$ cat src/rtl/mult_seq_pkg.sv
// Shared constants, FSM encodings and partial-product shift helper for mult_seq_ctrl.
package mult_seq_pkg;

  localparam int DIGIT_W = 4;
  localparam int PP_W    = 8;

  typedef logic [1:0] state_t;

  localparam state_t S_IDLE = 2'd0;
  localparam state_t S_RUN  = 2'd1;
  localparam state_t S_DONE = 2'd2;

  // Bit position of the nibble product a[i] * b[j] within the full product.
  function automatic int unsigned pp_shift(input int unsigned i, input int unsigned j);
    return DIGIT_W * (i + j);
  endfunction

endpackage

$ cat src/rtl/mult_seq_ctrl_pp_accum.sv
// Shift-accumulate datapath: acc += pp << shift_amt each enabled cycle; clr zeroes it.
// One-cycle update, no backpressure (driven purely by the controlling FSM).
module pp_accum
  import mult_seq_pkg::*;
#(
  parameter int OPW = 8,
  parameter int SAW = 4
) (
  input  logic                 clk,
  input  logic                 rst,
  input  logic                 clr,
  input  logic                 add_en,
  input  logic [SAW-1:0]       shift_amt,
  input  logic [PP_W-1:0]      pp,
  output logic [2*OPW-1:0]     acc
);

  localparam int AW = 2 * OPW;

  logic [AW-1:0] pp_ext;

  assign pp_ext = AW'(pp) << shift_amt;

  always_ff @(posedge clk) begin
    if (rst) begin
      acc <= '0;
    end else if (clr) begin
      acc <= '0;
    end else if (add_en) begin
      acc <= acc + pp_ext;
    end
  end

endmodule

$ cat src/rtl/mult_seq_ctrl.sv
// OPW x OPW unsigned multiply over an external 4x4 multiplier; result N*N cycles after accept,
// held in DONE until out_ready. MULT_SEQ_EARLY_ZERO_EN skips RUN when an operand is zero.
module mult_seq_ctrl
  import mult_seq_pkg::*;
#(
  parameter int OPW = 8
) (
  input  logic                 clk,
  input  logic                 rst,
  input  logic                 in_valid,
  output logic                 in_ready,
  input  logic [OPW-1:0]       in_a,
  input  logic [OPW-1:0]       in_b,
  output logic                 out_valid,
  input  logic                 out_ready,
  output logic [2*OPW-1:0]     out_p,
  output logic                 busy,
  output logic [DIGIT_W-1:0]   mul_m,
  output logic [DIGIT_W-1:0]   mul_q,
  input  logic [PP_W-1:0]      mul_p
);

  localparam int N   = OPW / DIGIT_W;
  localparam int NN  = N * N;
  localparam int IW  = $clog2(NN);
  localparam int LN  = $clog2(N);
  localparam int SAW = $clog2(2 * OPW);

  state_t               state;
  logic [IW-1:0]        idx;
  logic [LN-1:0]        i_idx;
  logic [IW-LN-1:0]     j_idx;
  logic [OPW-1:0]       a_reg;
  logic [OPW-1:0]       b_reg;
  logic [2*OPW-1:0]     acc;
  logic [SAW-1:0]       shift_amt;
  logic                 run;
  logic                 accept;
  logic                 skip_run;

  assign run    = (state == S_RUN);
  assign accept = (state == S_IDLE) && in_valid;

  // N is a power of two, so idx splits directly into (j, i) nibble indices.
  assign i_idx = idx[LN-1:0];
  assign j_idx = idx[IW-1:LN];

`ifdef MULT_SEQ_EARLY_ZERO_EN
  assign skip_run = (in_a == '0) || (in_b == '0);
`else
  assign skip_run = 1'b0;
`endif

  always_ff @(posedge clk) begin
    if (rst) begin
      state <= S_IDLE;
      idx   <= '0;
      a_reg <= '0;
      b_reg <= '0;
    end else begin
      case (state)
        S_IDLE: begin
          if (in_valid) begin
            a_reg <= in_a;
            b_reg <= in_b;
            idx   <= '0;
            state <= skip_run ? S_DONE : S_RUN;
          end
        end
        S_RUN: begin
          idx <= idx + IW'(1);
          if (idx == IW'(NN - 1)) begin
            state <= S_DONE;
          end
        end
        S_DONE: begin
          if (out_ready) begin
            state <= S_IDLE;
          end
        end
        default: state <= S_IDLE;
      endcase
    end
  end

  assign mul_m = run ? a_reg[DIGIT_W*i_idx +: DIGIT_W] : '0;
  assign mul_q = run ? b_reg[DIGIT_W*j_idx +: DIGIT_W] : '0;

  assign shift_amt = SAW'(pp_shift(32'(i_idx), 32'(j_idx)));

  pp_accum #(
    .OPW (OPW),
    .SAW (SAW)
  ) u_pp_accum (
    .clk       (clk),
    .rst       (rst),
    .clr       (accept),
    .add_en    (run),
    .shift_amt (shift_amt),
    .pp        (mul_p),
    .acc       (acc)
  );

  assign in_ready  = (state == S_IDLE);
  assign out_valid = (state == S_DONE);
  assign busy      = (state != S_IDLE);
  assign out_p     = out_valid ? acc : '0;

endmodule

$ cat config.mk
export PLATFORM = sky130hd
export DESIGN_NAME = mult_seq_ctrl
export DESIGN_NICKNAME = d
export VERILOG_FILES = /design/src/rtl/mult_seq_pkg.sv /design/src/rtl/mult_seq_ctrl_pp_accum.sv /design/src/rtl/mult_seq_ctrl.sv
export SDC_FILE = /design/constraint.sdc
export NUM_CORES = 1
export LEC_CHECK = 0
export ABC_AREA = 1
export ABC_CLOCK_PERIOD_IN_PS = 2600
export BUFFER_PORTS_ARGS = -buffer_cell sky130_fd_sc_hd__buf_2
export CORE_MARGIN = 2
export CORE_UTILIZATION = 40
export DETAILED_ROUTE_END_ITERATION = 8
export GPL_TIMING_DRIVEN = 0
export SLEW_MARGIN = 20
export SYNTH_ARGS = -nofsm -noshare
export SYNTH_HDL_FRONTEND = slang
export SYNTH_SLANG_ARGS = --single-unit
$ cat constraint.sdc
create_clock -name clk -period 2.6 [get_ports clk]
set_input_delay 0 -clock clk [delete_from_list [all_inputs] [get_ports clk]]
set_output_delay 0 -clock clk [all_outputs]
set_load 0.1 [all_outputs]
* Yosys cells after proc, flatten, opt, wreduce, memory -nomap -nowiden *
Cells that the tools add are included.

operators by class
  add/subtract/negate cells = 3
  eq/ne operators = 6
  shift-type cells = 3
  mux-type cells = 9
  reductions and logical operators = 8

operator list
  operator             count
  $add 16x16->16       1
  $mux 16              1
  $shiftx 8x4->4       2
  $shl 8x4->16         1
  $mux 2               4
  $mux 4               2
  $pmux 2 s3           1
  $eq 2x2->1 const B   2
  $ne 2x1->1 const B   2
  $pmux 2 s2           1
  $reduce_and 2->1     2
  $reduce_bool 2->1    2
  $reduce_and 3->1     1
  $add 1x1->2          1
  $add 2x1->2 const B  1
  $eq 2x1->1 const B   1
  $logic_not 2->1      1
  $ne 2x2->1 const B   1
  $reduce_or 2->1      1
  $logic_and 1x1->1    1

word-level totals
  register bits after elaboration = 36
  input port bits = 28
  output and inout port bits = 27
  logic and storage cells = 34

* Logic depth before layout (Yosys ltp) *
Gate-level depths: netlist of run 1.

  depth in word-level cells = 3
  depth in mapped cells = 18
  mapped depth without buffers = 17

* Cells and area by module *
From an unflattened synthesis of run 1, not the netlist that was laid out.

unflattened totals
  cells, all modules = 460
  area total of the unflattened synthesis = 2837.7 um^2

by module, submodules not included
  module         instances  cells an instance  area an instance (um^2)  seq. area each (um^2)
  pp_accum       1          304                1809.2                   320.3
  mult_seq_ctrl  1          156                1028.5                   400.4

* Worst setup path before layout of run 1 *
OpenSTA, ideal clock, no wires.

  path type = reg-to-output
  start = reg state[1]
  end = out out_p[10]
  arrival = 3761 ps
  path slack = -1161 ps
  cell stages (with the launch flop) = 6
  buffers on the path = 1
  cell sequence = dfxtp_1 inv_1 nor2_1 clkinv_1 buf_2 nor2_1

between the ends
  longest elaborated chain between the ends = 2

RTL lines
  element                   line                  RTL
  start: declaration        mult_seq_ctrl.sv:29   state_t state;
  start signal: assignment  mult_seq_ctrl.sv:67   state <= skip_run ? S_DONE : S_RUN;
  $eq 2x2->1                mult_seq_ctrl.sv:105  assign out_valid = (state == S_DONE);
  via out_valid             mult_seq_ctrl.sv:14   output logic out_valid,
  $mux 16                   mult_seq_ctrl.sv:107  assign out_p = out_valid ? acc : '0;
  end: declaration          mult_seq_ctrl.sv:16   output logic [2*OPW-1:0] out_p,

The timed path passes the listed nets, and every way through them passes these cells.

* Worst setup path after layout of run 1 *
  start = reg idx[0]
  end = reg u_pp_accum.acc[14]

between the ends
  longest elaborated chain between the ends = 3

RTL lines
  element                   line                          RTL
  start: declaration        mult_seq_ctrl.sv:30           logic [IW-1:0] idx;
  start signal: assignment  mult_seq_ctrl.sv:71           idx <= idx + IW'(1);
  $add 1x1->2               mult_seq_pkg.sv:15            return DIGIT_W * (i + j);
  $shl 8x4->16              mult_seq_ctrl_pp_accum.sv:22  assign pp_ext = AW'(pp) << shift_amt;
  $add 16x16->16            mult_seq_ctrl_pp_accum.sv:30  acc <= acc + pp_ext;
  end signal: assignment    mult_seq_ctrl_pp_accum.sv:30
  end: declaration          mult_seq_ctrl_pp_accum.sv:15  output logic [2*OPW-1:0] acc

No other way between the ends.
A chain may end at the register's enable or synchronous reset.

==> results of run 1 <==
-- stage by stage --
| stage | TNS (ns) | total power, mW | util, % |
|---|---|---|---|
| after floorplan | -2.27 | 0.983 | - |
| after global placement | -0.813 | 1.09 | 48.3 |
| after detailed placement | -0.944 | 1.09 | 48.3 |
| after CTS | 0 | 1.57 | 52.6 |
| after global routing | -0.0213 | 1.67 | 53.0 |
| final | 0 | 1.56 | 53.0 |
-- critical path: cells and delay by family, from the launching register on --
family                     cells  cell delay, ns
DFF                            1            0.38
adders and majority gates      3            0.86
buffers and inverters          1            0.03
and+or+nand+nor               11            1.00
-- power breakdown --
group / internal [mW] / total, mW / switching [mW] / leakage [nW]
Combinational: 0.174 / 0.491 / 0.317 / 1.46
Sequential: 0.591 / 0.618 / 0.0267 / 0.297
Clock: 0.237 / 0.455 / 0.218 / 0.0503
Total: 1.00 / 1.56 / 0.562 / 1.81
-- cell families after synthesis --
kind of cell	share of synthesized area [%]
compound gates	12.2
flops	27.3
buf+inv	15.3
simple gates	35.9
xor+xnor	0.994
fa+ha+maj	8.33
-- synthesized netlist by cell type (2+ instances only) --
library cell    n  area, um^2
nand2_1       126         473
inv_1          86         323
nor2_1         71         267
dfxtp_1        36         721
a21oi_1        34         170
o21ai_0        25         125
nand3_1        24         120
ha_1           16         200
buf_2           5        25.0
clkbuf_1        5        18.8
nor3_1          3        15.0
a211oi_1        2        15.0
buf_6           2        22.5
nand2_2         2        12.5
nand3b_1        2        15.0
o22ai_1         2        12.5
or2_1           2        12.5
or2_2           2        12.5
xnor2_1         2        17.5
-- metal layers --
metal | vias to the layer above | global-route usage (%)
met1 | 1172 | 25.4
met4 | 0 | 4.76
met5 | - | 0
met3 | 6 | 4.28
li1 | 1541 | -
met2 | 44 | 37.2
-- worst max path at each step --
stage                          startpoint                         endpoint  slack, ns  cells after the start
floorplan           state[1]$_SDFFE_PP0P_                         out_p[0]      -0.35                      4
global placement      idx[0]$_SDFFE_PP0P_  u_pp_accum.acc[14]$_SDFFE_PP0P_      -0.21                     17
detailed placement    idx[0]$_SDFFE_PP0P_  u_pp_accum.acc[14]$_SDFFE_PP0P_      -0.23                     17
CTS                   idx[0]$_SDFFE_PP0P_  u_pp_accum.acc[11]$_SDFFE_PP0P_       0.05                     15
global route          idx[0]$_SDFFE_PP0P_  u_pp_accum.acc[11]$_SDFFE_PP0P_      -0.02                     16
finish                idx[0]$_SDFFE_PP0P_  u_pp_accum.acc[14]$_SDFFE_PP0P_       0.20                     15
-- what timing repair did --
action	CTS	global route
endpoints found under the setup margin	10	9
pin swaps	0	1
resized for setup	3	10
endpoints found under the hold margin	20	0
hold buffers	18	0
cloned	0	0
-- area by class of cell --
class                           count  area (um^2)
Multi-Input combinational cell    318         1610
Timing Repair Buffer               72          450
Fill cell                         668         3000
Buffer                             11         68.8
Clock buffer                        7         96.3
Inverter                           88          332
Sequential cell                    36          728
Tap cell                           77         96.3
==> impl_metrics.csv, run 1 <==
group,metric,value,unit
die,ioPinCount,55,
clocking,h-tree-depth,2,
clocking,cts.sinks,36,
cells_and_area,antenna_cells,0,
clocking,cts_made_buffers,5,
placement,dpl-instance-area,3080,um^2
critical_path,cp-start-kind,"flop",
synthesis,synth_edf_count,0,
cells_and_area,areaGrowthSynthToFinish,28.0,%
sta,rsz0062_at_grt,"yes",
power,p_leak,1.81,nW
sta,report.final.hold_viol_count,0,
synthesis,ys_warn_count,0,
min_path,hold_class,"in2reg",
outcome,status,"complete, no violations",
critical_path,required,2.79,ns
sta,period_needed,2.40,ns
synthesis,async_flop_share,0,%
synthesis,syn_nets,500,
global_route,grt_max_degree,11,
sta,finalMaxSlewViolations,0,
sta,fin_skew,0.0116,ns
sta,worst_pin_slew,0.536,ns
global_route,overflow,0,
die,die_w,85.3,um
drt,top_layer_used,"met4",
global_route,antenna_found_initial,0,
cells_and_area,mostFrequentLayoutCells,"nand2_1 (125), inv_1 (86), nor2_1 (60)",
cells_and_area,fin_nets,577,
placement,hpwlAfterDp,5.44,mm
power,p_per_area,462,nW/um^2
power,vdd_drop_max,0.335,mV
drt,wl_met1,3.44,mm
min_path,hold_start,"in_valid",
die,start_util,41.4,%
sta,fin_crit_sh,92.4,%
cells_and_area,final_common_cell,"nand2_1",
critical_path,cp_slowest_cell,"dfxtp_4",
synthesis,ys_ff_latch,36,
die,row_count,29,
global_route,grt_pass1_wl,12.0,mm
clocking,clk_pin_slew,0.08,ns
critical_path,cp.arrival,2.59,ns
critical_path,r2r-end,"u_pp_accum.acc[14]$_SDFFE_PP0P_",
critical_path,r2r_start,"idx[0]$_SDFFE_PP0P_",
drt,vias,2763,
critical_path,reg2reg_slack,0.20,ns
global_route,track_usage,20.8,%
die,die_area,7280,um^2
drt,wl_met2,3.44,mm
synthesis,synth_top_flop_cell,"dfxtp_1",
cells_and_area,fin_cells,609,
critical_path,ff2ff_path_depth,15,
critical_path,worstSetupPathType,"reg2reg",
drt,wirelength,7.21,mm
synthesis,syn_area_per_cell,5.81,um^2
drt,initialDrtViolationCount,98,
run,maxCapViolCount,0,
placement,gp_congestion,0.897,
clocking,cts_tree,"built",
placement,post-place-ws,-0.229,ns
clocking,cts_root_buf,"clkbuf_8",
sta,hold_ws,0.206,ns
global_route,grt_pass1_vias,2602,
critical_path,path_cells,"ha_4 > or2_4 > nor2_1 > ha_1 > fa_1 > nand2_1 > nand2_1 > nand3b_1 > nand2_1 > nand2_1 > nand2_1 > nand2_1 > nand3_1 > nand2_1 > inv_1",
drt,drt_pre_antenna_iters,4,
drt,drc,0,
die,die_y,85.3,um
critical_path,path_common_cell,"nand2_1",
sta,setup_violations,0,
synthesis,syn_inst,455,
critical_path,path_max_fanout,8,
drt,wl_per_cell,11.8,um
die,core,6390,um^2
cells_and_area,largest_register_ff_count,16,
synthesis,synth_cell_types,27,
placement,numPortBuffers,54,
placement,dp.cells,586,
critical_path,end_kind,"flop",
min_path,hold_path_end,"idx[0]$_SDFFE_PP0P_",
min_path,hold_path_depth,5,
cells_and_area,final_area,3380,um^2
synthesis,synth_area,2640,um^2
drt,met3_length,253,um
cells_and_area,drive_gt1_share,17.3,%
drt,ant_nets,0,
clocking,ctsLongestPathBuffers,2,
synthesis,ys_seq_area_share,27.3,%
sta,max_freq,0.416,GHz
clocking,post_cts_buffers,0,
sta,max-slew-margin-rel,64.2,%
drt,viasPerCell,4.54,
sta,setup_ws,0.197,ns
critical_path,critPathMaxStageDelay,0.38,ns
clocking,worst_skew_pair.late_latency,0.29,ns
(Power assumes the default switching activity.)
==> run 2, diff against run 1 <==
--- a/config.mk
+++ b/config.mk
@@ -12,6 +12,7 @@
 export CORE_UTILIZATION = 40
 export DETAILED_ROUTE_END_ITERATION = 8
 export GPL_TIMING_DRIVEN = 0
+export SETUP_SLACK_MARGIN = 0.2
 export SLEW_MARGIN = 20
 export SYNTH_ARGS = -nofsm -noshare
 export SYNTH_HDL_FRONTEND = slang
==> impl_metrics.csv, run 2 (same netlist as run 1, synthesis figures left out) <==
group,metric,value,unit
outcome,status,"complete, no violations",
power,p_total,1.69,mW
sta,report.final.hold_viol_count,0,
cells_and_area,antenna_cells,0,
cells_and_area,fillCellCount,638,
die,ioPinCount,55,
cells_and_area,multi_input_area,1760,um^2
sta,setup_ws,0.304,ns
die,start_util,41.4,%
placement,post-place-ws,-0.207,ns
global_route,overflow,0,
clocking,cts_tree,"built",
clocking,cts_made_buffers,5,
clocking,cts_root_buf,"clkbuf_8",
drt,wl_met1,3.42,mm
cells_and_area,areaGrowthSynthToFinish,36.7,%
clocking,clk_pin_slew,0.09,ns
die,die_area,7280,um^2
drt,met3_length,339,um
drt,wl_per_cell,12.1,um
critical_path,critPathMaxStageDelay,0.36,ns
critical_path,end_kind,"flop",
placement,gp_congestion,0.877,
cells_and_area,largest_register_ff_count,16,
drt,drt_pre_antenna_iters,4,
global_route,antenna_found_initial,0,
clocking,h-tree-depth,2,
clocking,ctsLongestPathBuffers,2,
sta,fin_crit_sh,88.3,%
min_path,hold_class,"in2reg",
sta,period_needed,2.30,ns
global_route,grt_max_degree,13,
sta,fin_setup_tns,0,ns
sta,max_freq,0.436,GHz
drt,initialDrtViolationCount,128,
die,die_y,85.3,um
critical_path,worstSetupPathType,"reg2reg",
sta,setup_violations,0,
critical_path,path_max_fanout,10,
cells_and_area,drive_gt1_share,25.0,%
placement,numPortBuffers,54,
sta,finalMaxSlewViolations,0,
critical_path,cp.arrival,2.51,ns
power,p_leak,1.85,nW
power,p_per_area,468,nW/um^2
placement,hpwlAfterDp,5.47,mm
cells_and_area,mostFrequentLayoutCells,"nand2_1 (115), inv_1 (85), buf_2 (58)",
drt,vias,2900,
clocking,cts.sinks,36,
drt,ant_nets,0,
drt,top_layer_used,"met4",
power,vdd_drop_max,0.345,mV
cells_and_area,fin_nets,585,
sta,fin_skew,0.00972,ns
global_route,track_usage,21.0,%
global_route,grt_pass1_wl,12.0,mm
clocking,worst_skew_pair.late_latency,0.31,ns
cells_and_area,seq_area,728,um^2
critical_path,path_common_cell,"nand2_1",
sta,max-slew-margin-rel,61.8,%
sta,worst_pin_slew,0.573,ns
drt,viasPerCell,4.69,
die,row_count,29,
die,core,6390,um^2
sta,rsz0062_at_grt,"yes",
critical_path,cp_slowest_cell,"dfxtp_4",
global_route,grt_pass1_vias,2658,
critical_path,path_cells,"ha_4 > buf_6 > nand2_1 > o21ai_0 > nor2_1 > ha_1 > nand2_1 > nand2_1 > a21oi_2 > nand2_2 > nand2_1 > nand2_1 > nand2_1 > nand3_1 > nand2_1 > inv_1",
drt,wirelength,7.48,mm
drt,drc,0,
cells_and_area,final_common_cell,"nand2_1",
critical_path,cp-start-kind,"flop",
placement,dp.cells,586,
critical_path,required,2.81,ns
run,maxCapViolCount,0,
critical_path,path_buf_inv,2,
die,die_w,85.3,um
cells_and_area,fin_cells,618,
critical_path,crit_family,"simple AND/OR/NAND/NOR gates",
drt,wl_met2,3.61,mm
## run 2: changes by cell type in the layout (fill, tap and decap cells not counted), moves of 5 or more
cell	before	now
nand2_1	125	115
nand2_2	3	13
nor2_1	60	50
nor2_2	3	11
buf_4	1	8
ha_1	15	10
## run 2: where the power goes
group | switching (mW) | internal, mW
combinational | 0.343 | 0.203
sequential | 0.0261 | 0.591
clock | 0.244 | 0.284
total | 0.613 | 1.08
## run 2: worst paths after layout
path | start | end | slack (ns) | depth (start not counted)
worst max-delay path | idx[0]$_SDFFE_PP0P_ | u_pp_accum.acc[15]$_SDFFE_PP0P_ | 0.30 | 16
worst min-delay path | in_valid | idx[0]$_SDFFE_PP0P_ | 0.17 | 5
worst min register to register | a_reg[6]$_SDFFE_PP0P_ | a_reg[6]$_SDFFE_PP0P_ | 0.49 | 2
worst max register to register | idx[0]$_SDFFE_PP0P_ | u_pp_accum.acc[15]$_SDFFE_PP0P_ | 0.30 | 16
## run 2: per-stage QoR
step | area, um^2 | utilization, % | hold WS (ns)
global route | 3610 | 56.6 | 0.203
detailed placement | 3110 | 48.7 | 0.238
CTS | 3440 | 53.9 | 0.173
floorplan | 2740 | - | 0.0691
finish | 3610 | 56.6 | 0.168
global placement | 3110 | 48.7 | 0.237
## run 2: repair_timing
action | in CTS | in global routing
pin swaps | 3 | 11
endpoints found under the hold margin | 20 | 0
hold buffers | 18 | 0
setup endpoints to repair | 13 | 9
buffers inserted | 2 | 5
gates resized for setup | 11 | 36
## run 2: per-layer routing
layer	vias up	global-route usage, %
li1	1565	-
met1	1274	26.1
met2	54	36.7
met3	7	4.96
met4	0	4.91
met5	-	0
## run 2: worst min-delay path: cells and delay by family
family,cells,cell delay (ns)
buf+inv,2,0.22
compound gates,2,0.17
simple gates,1,0.06
## run 2: final cells by class
type	instances	share of cell area, %
buffer	12	2.32
clock inverter	3	1.18
multi-input combinational	318	48.6
clock buffer	5	1.90
tap	77	2.67
inverter	88	9.28
timing repair buffer	79	13.9
sequential	36	20.2
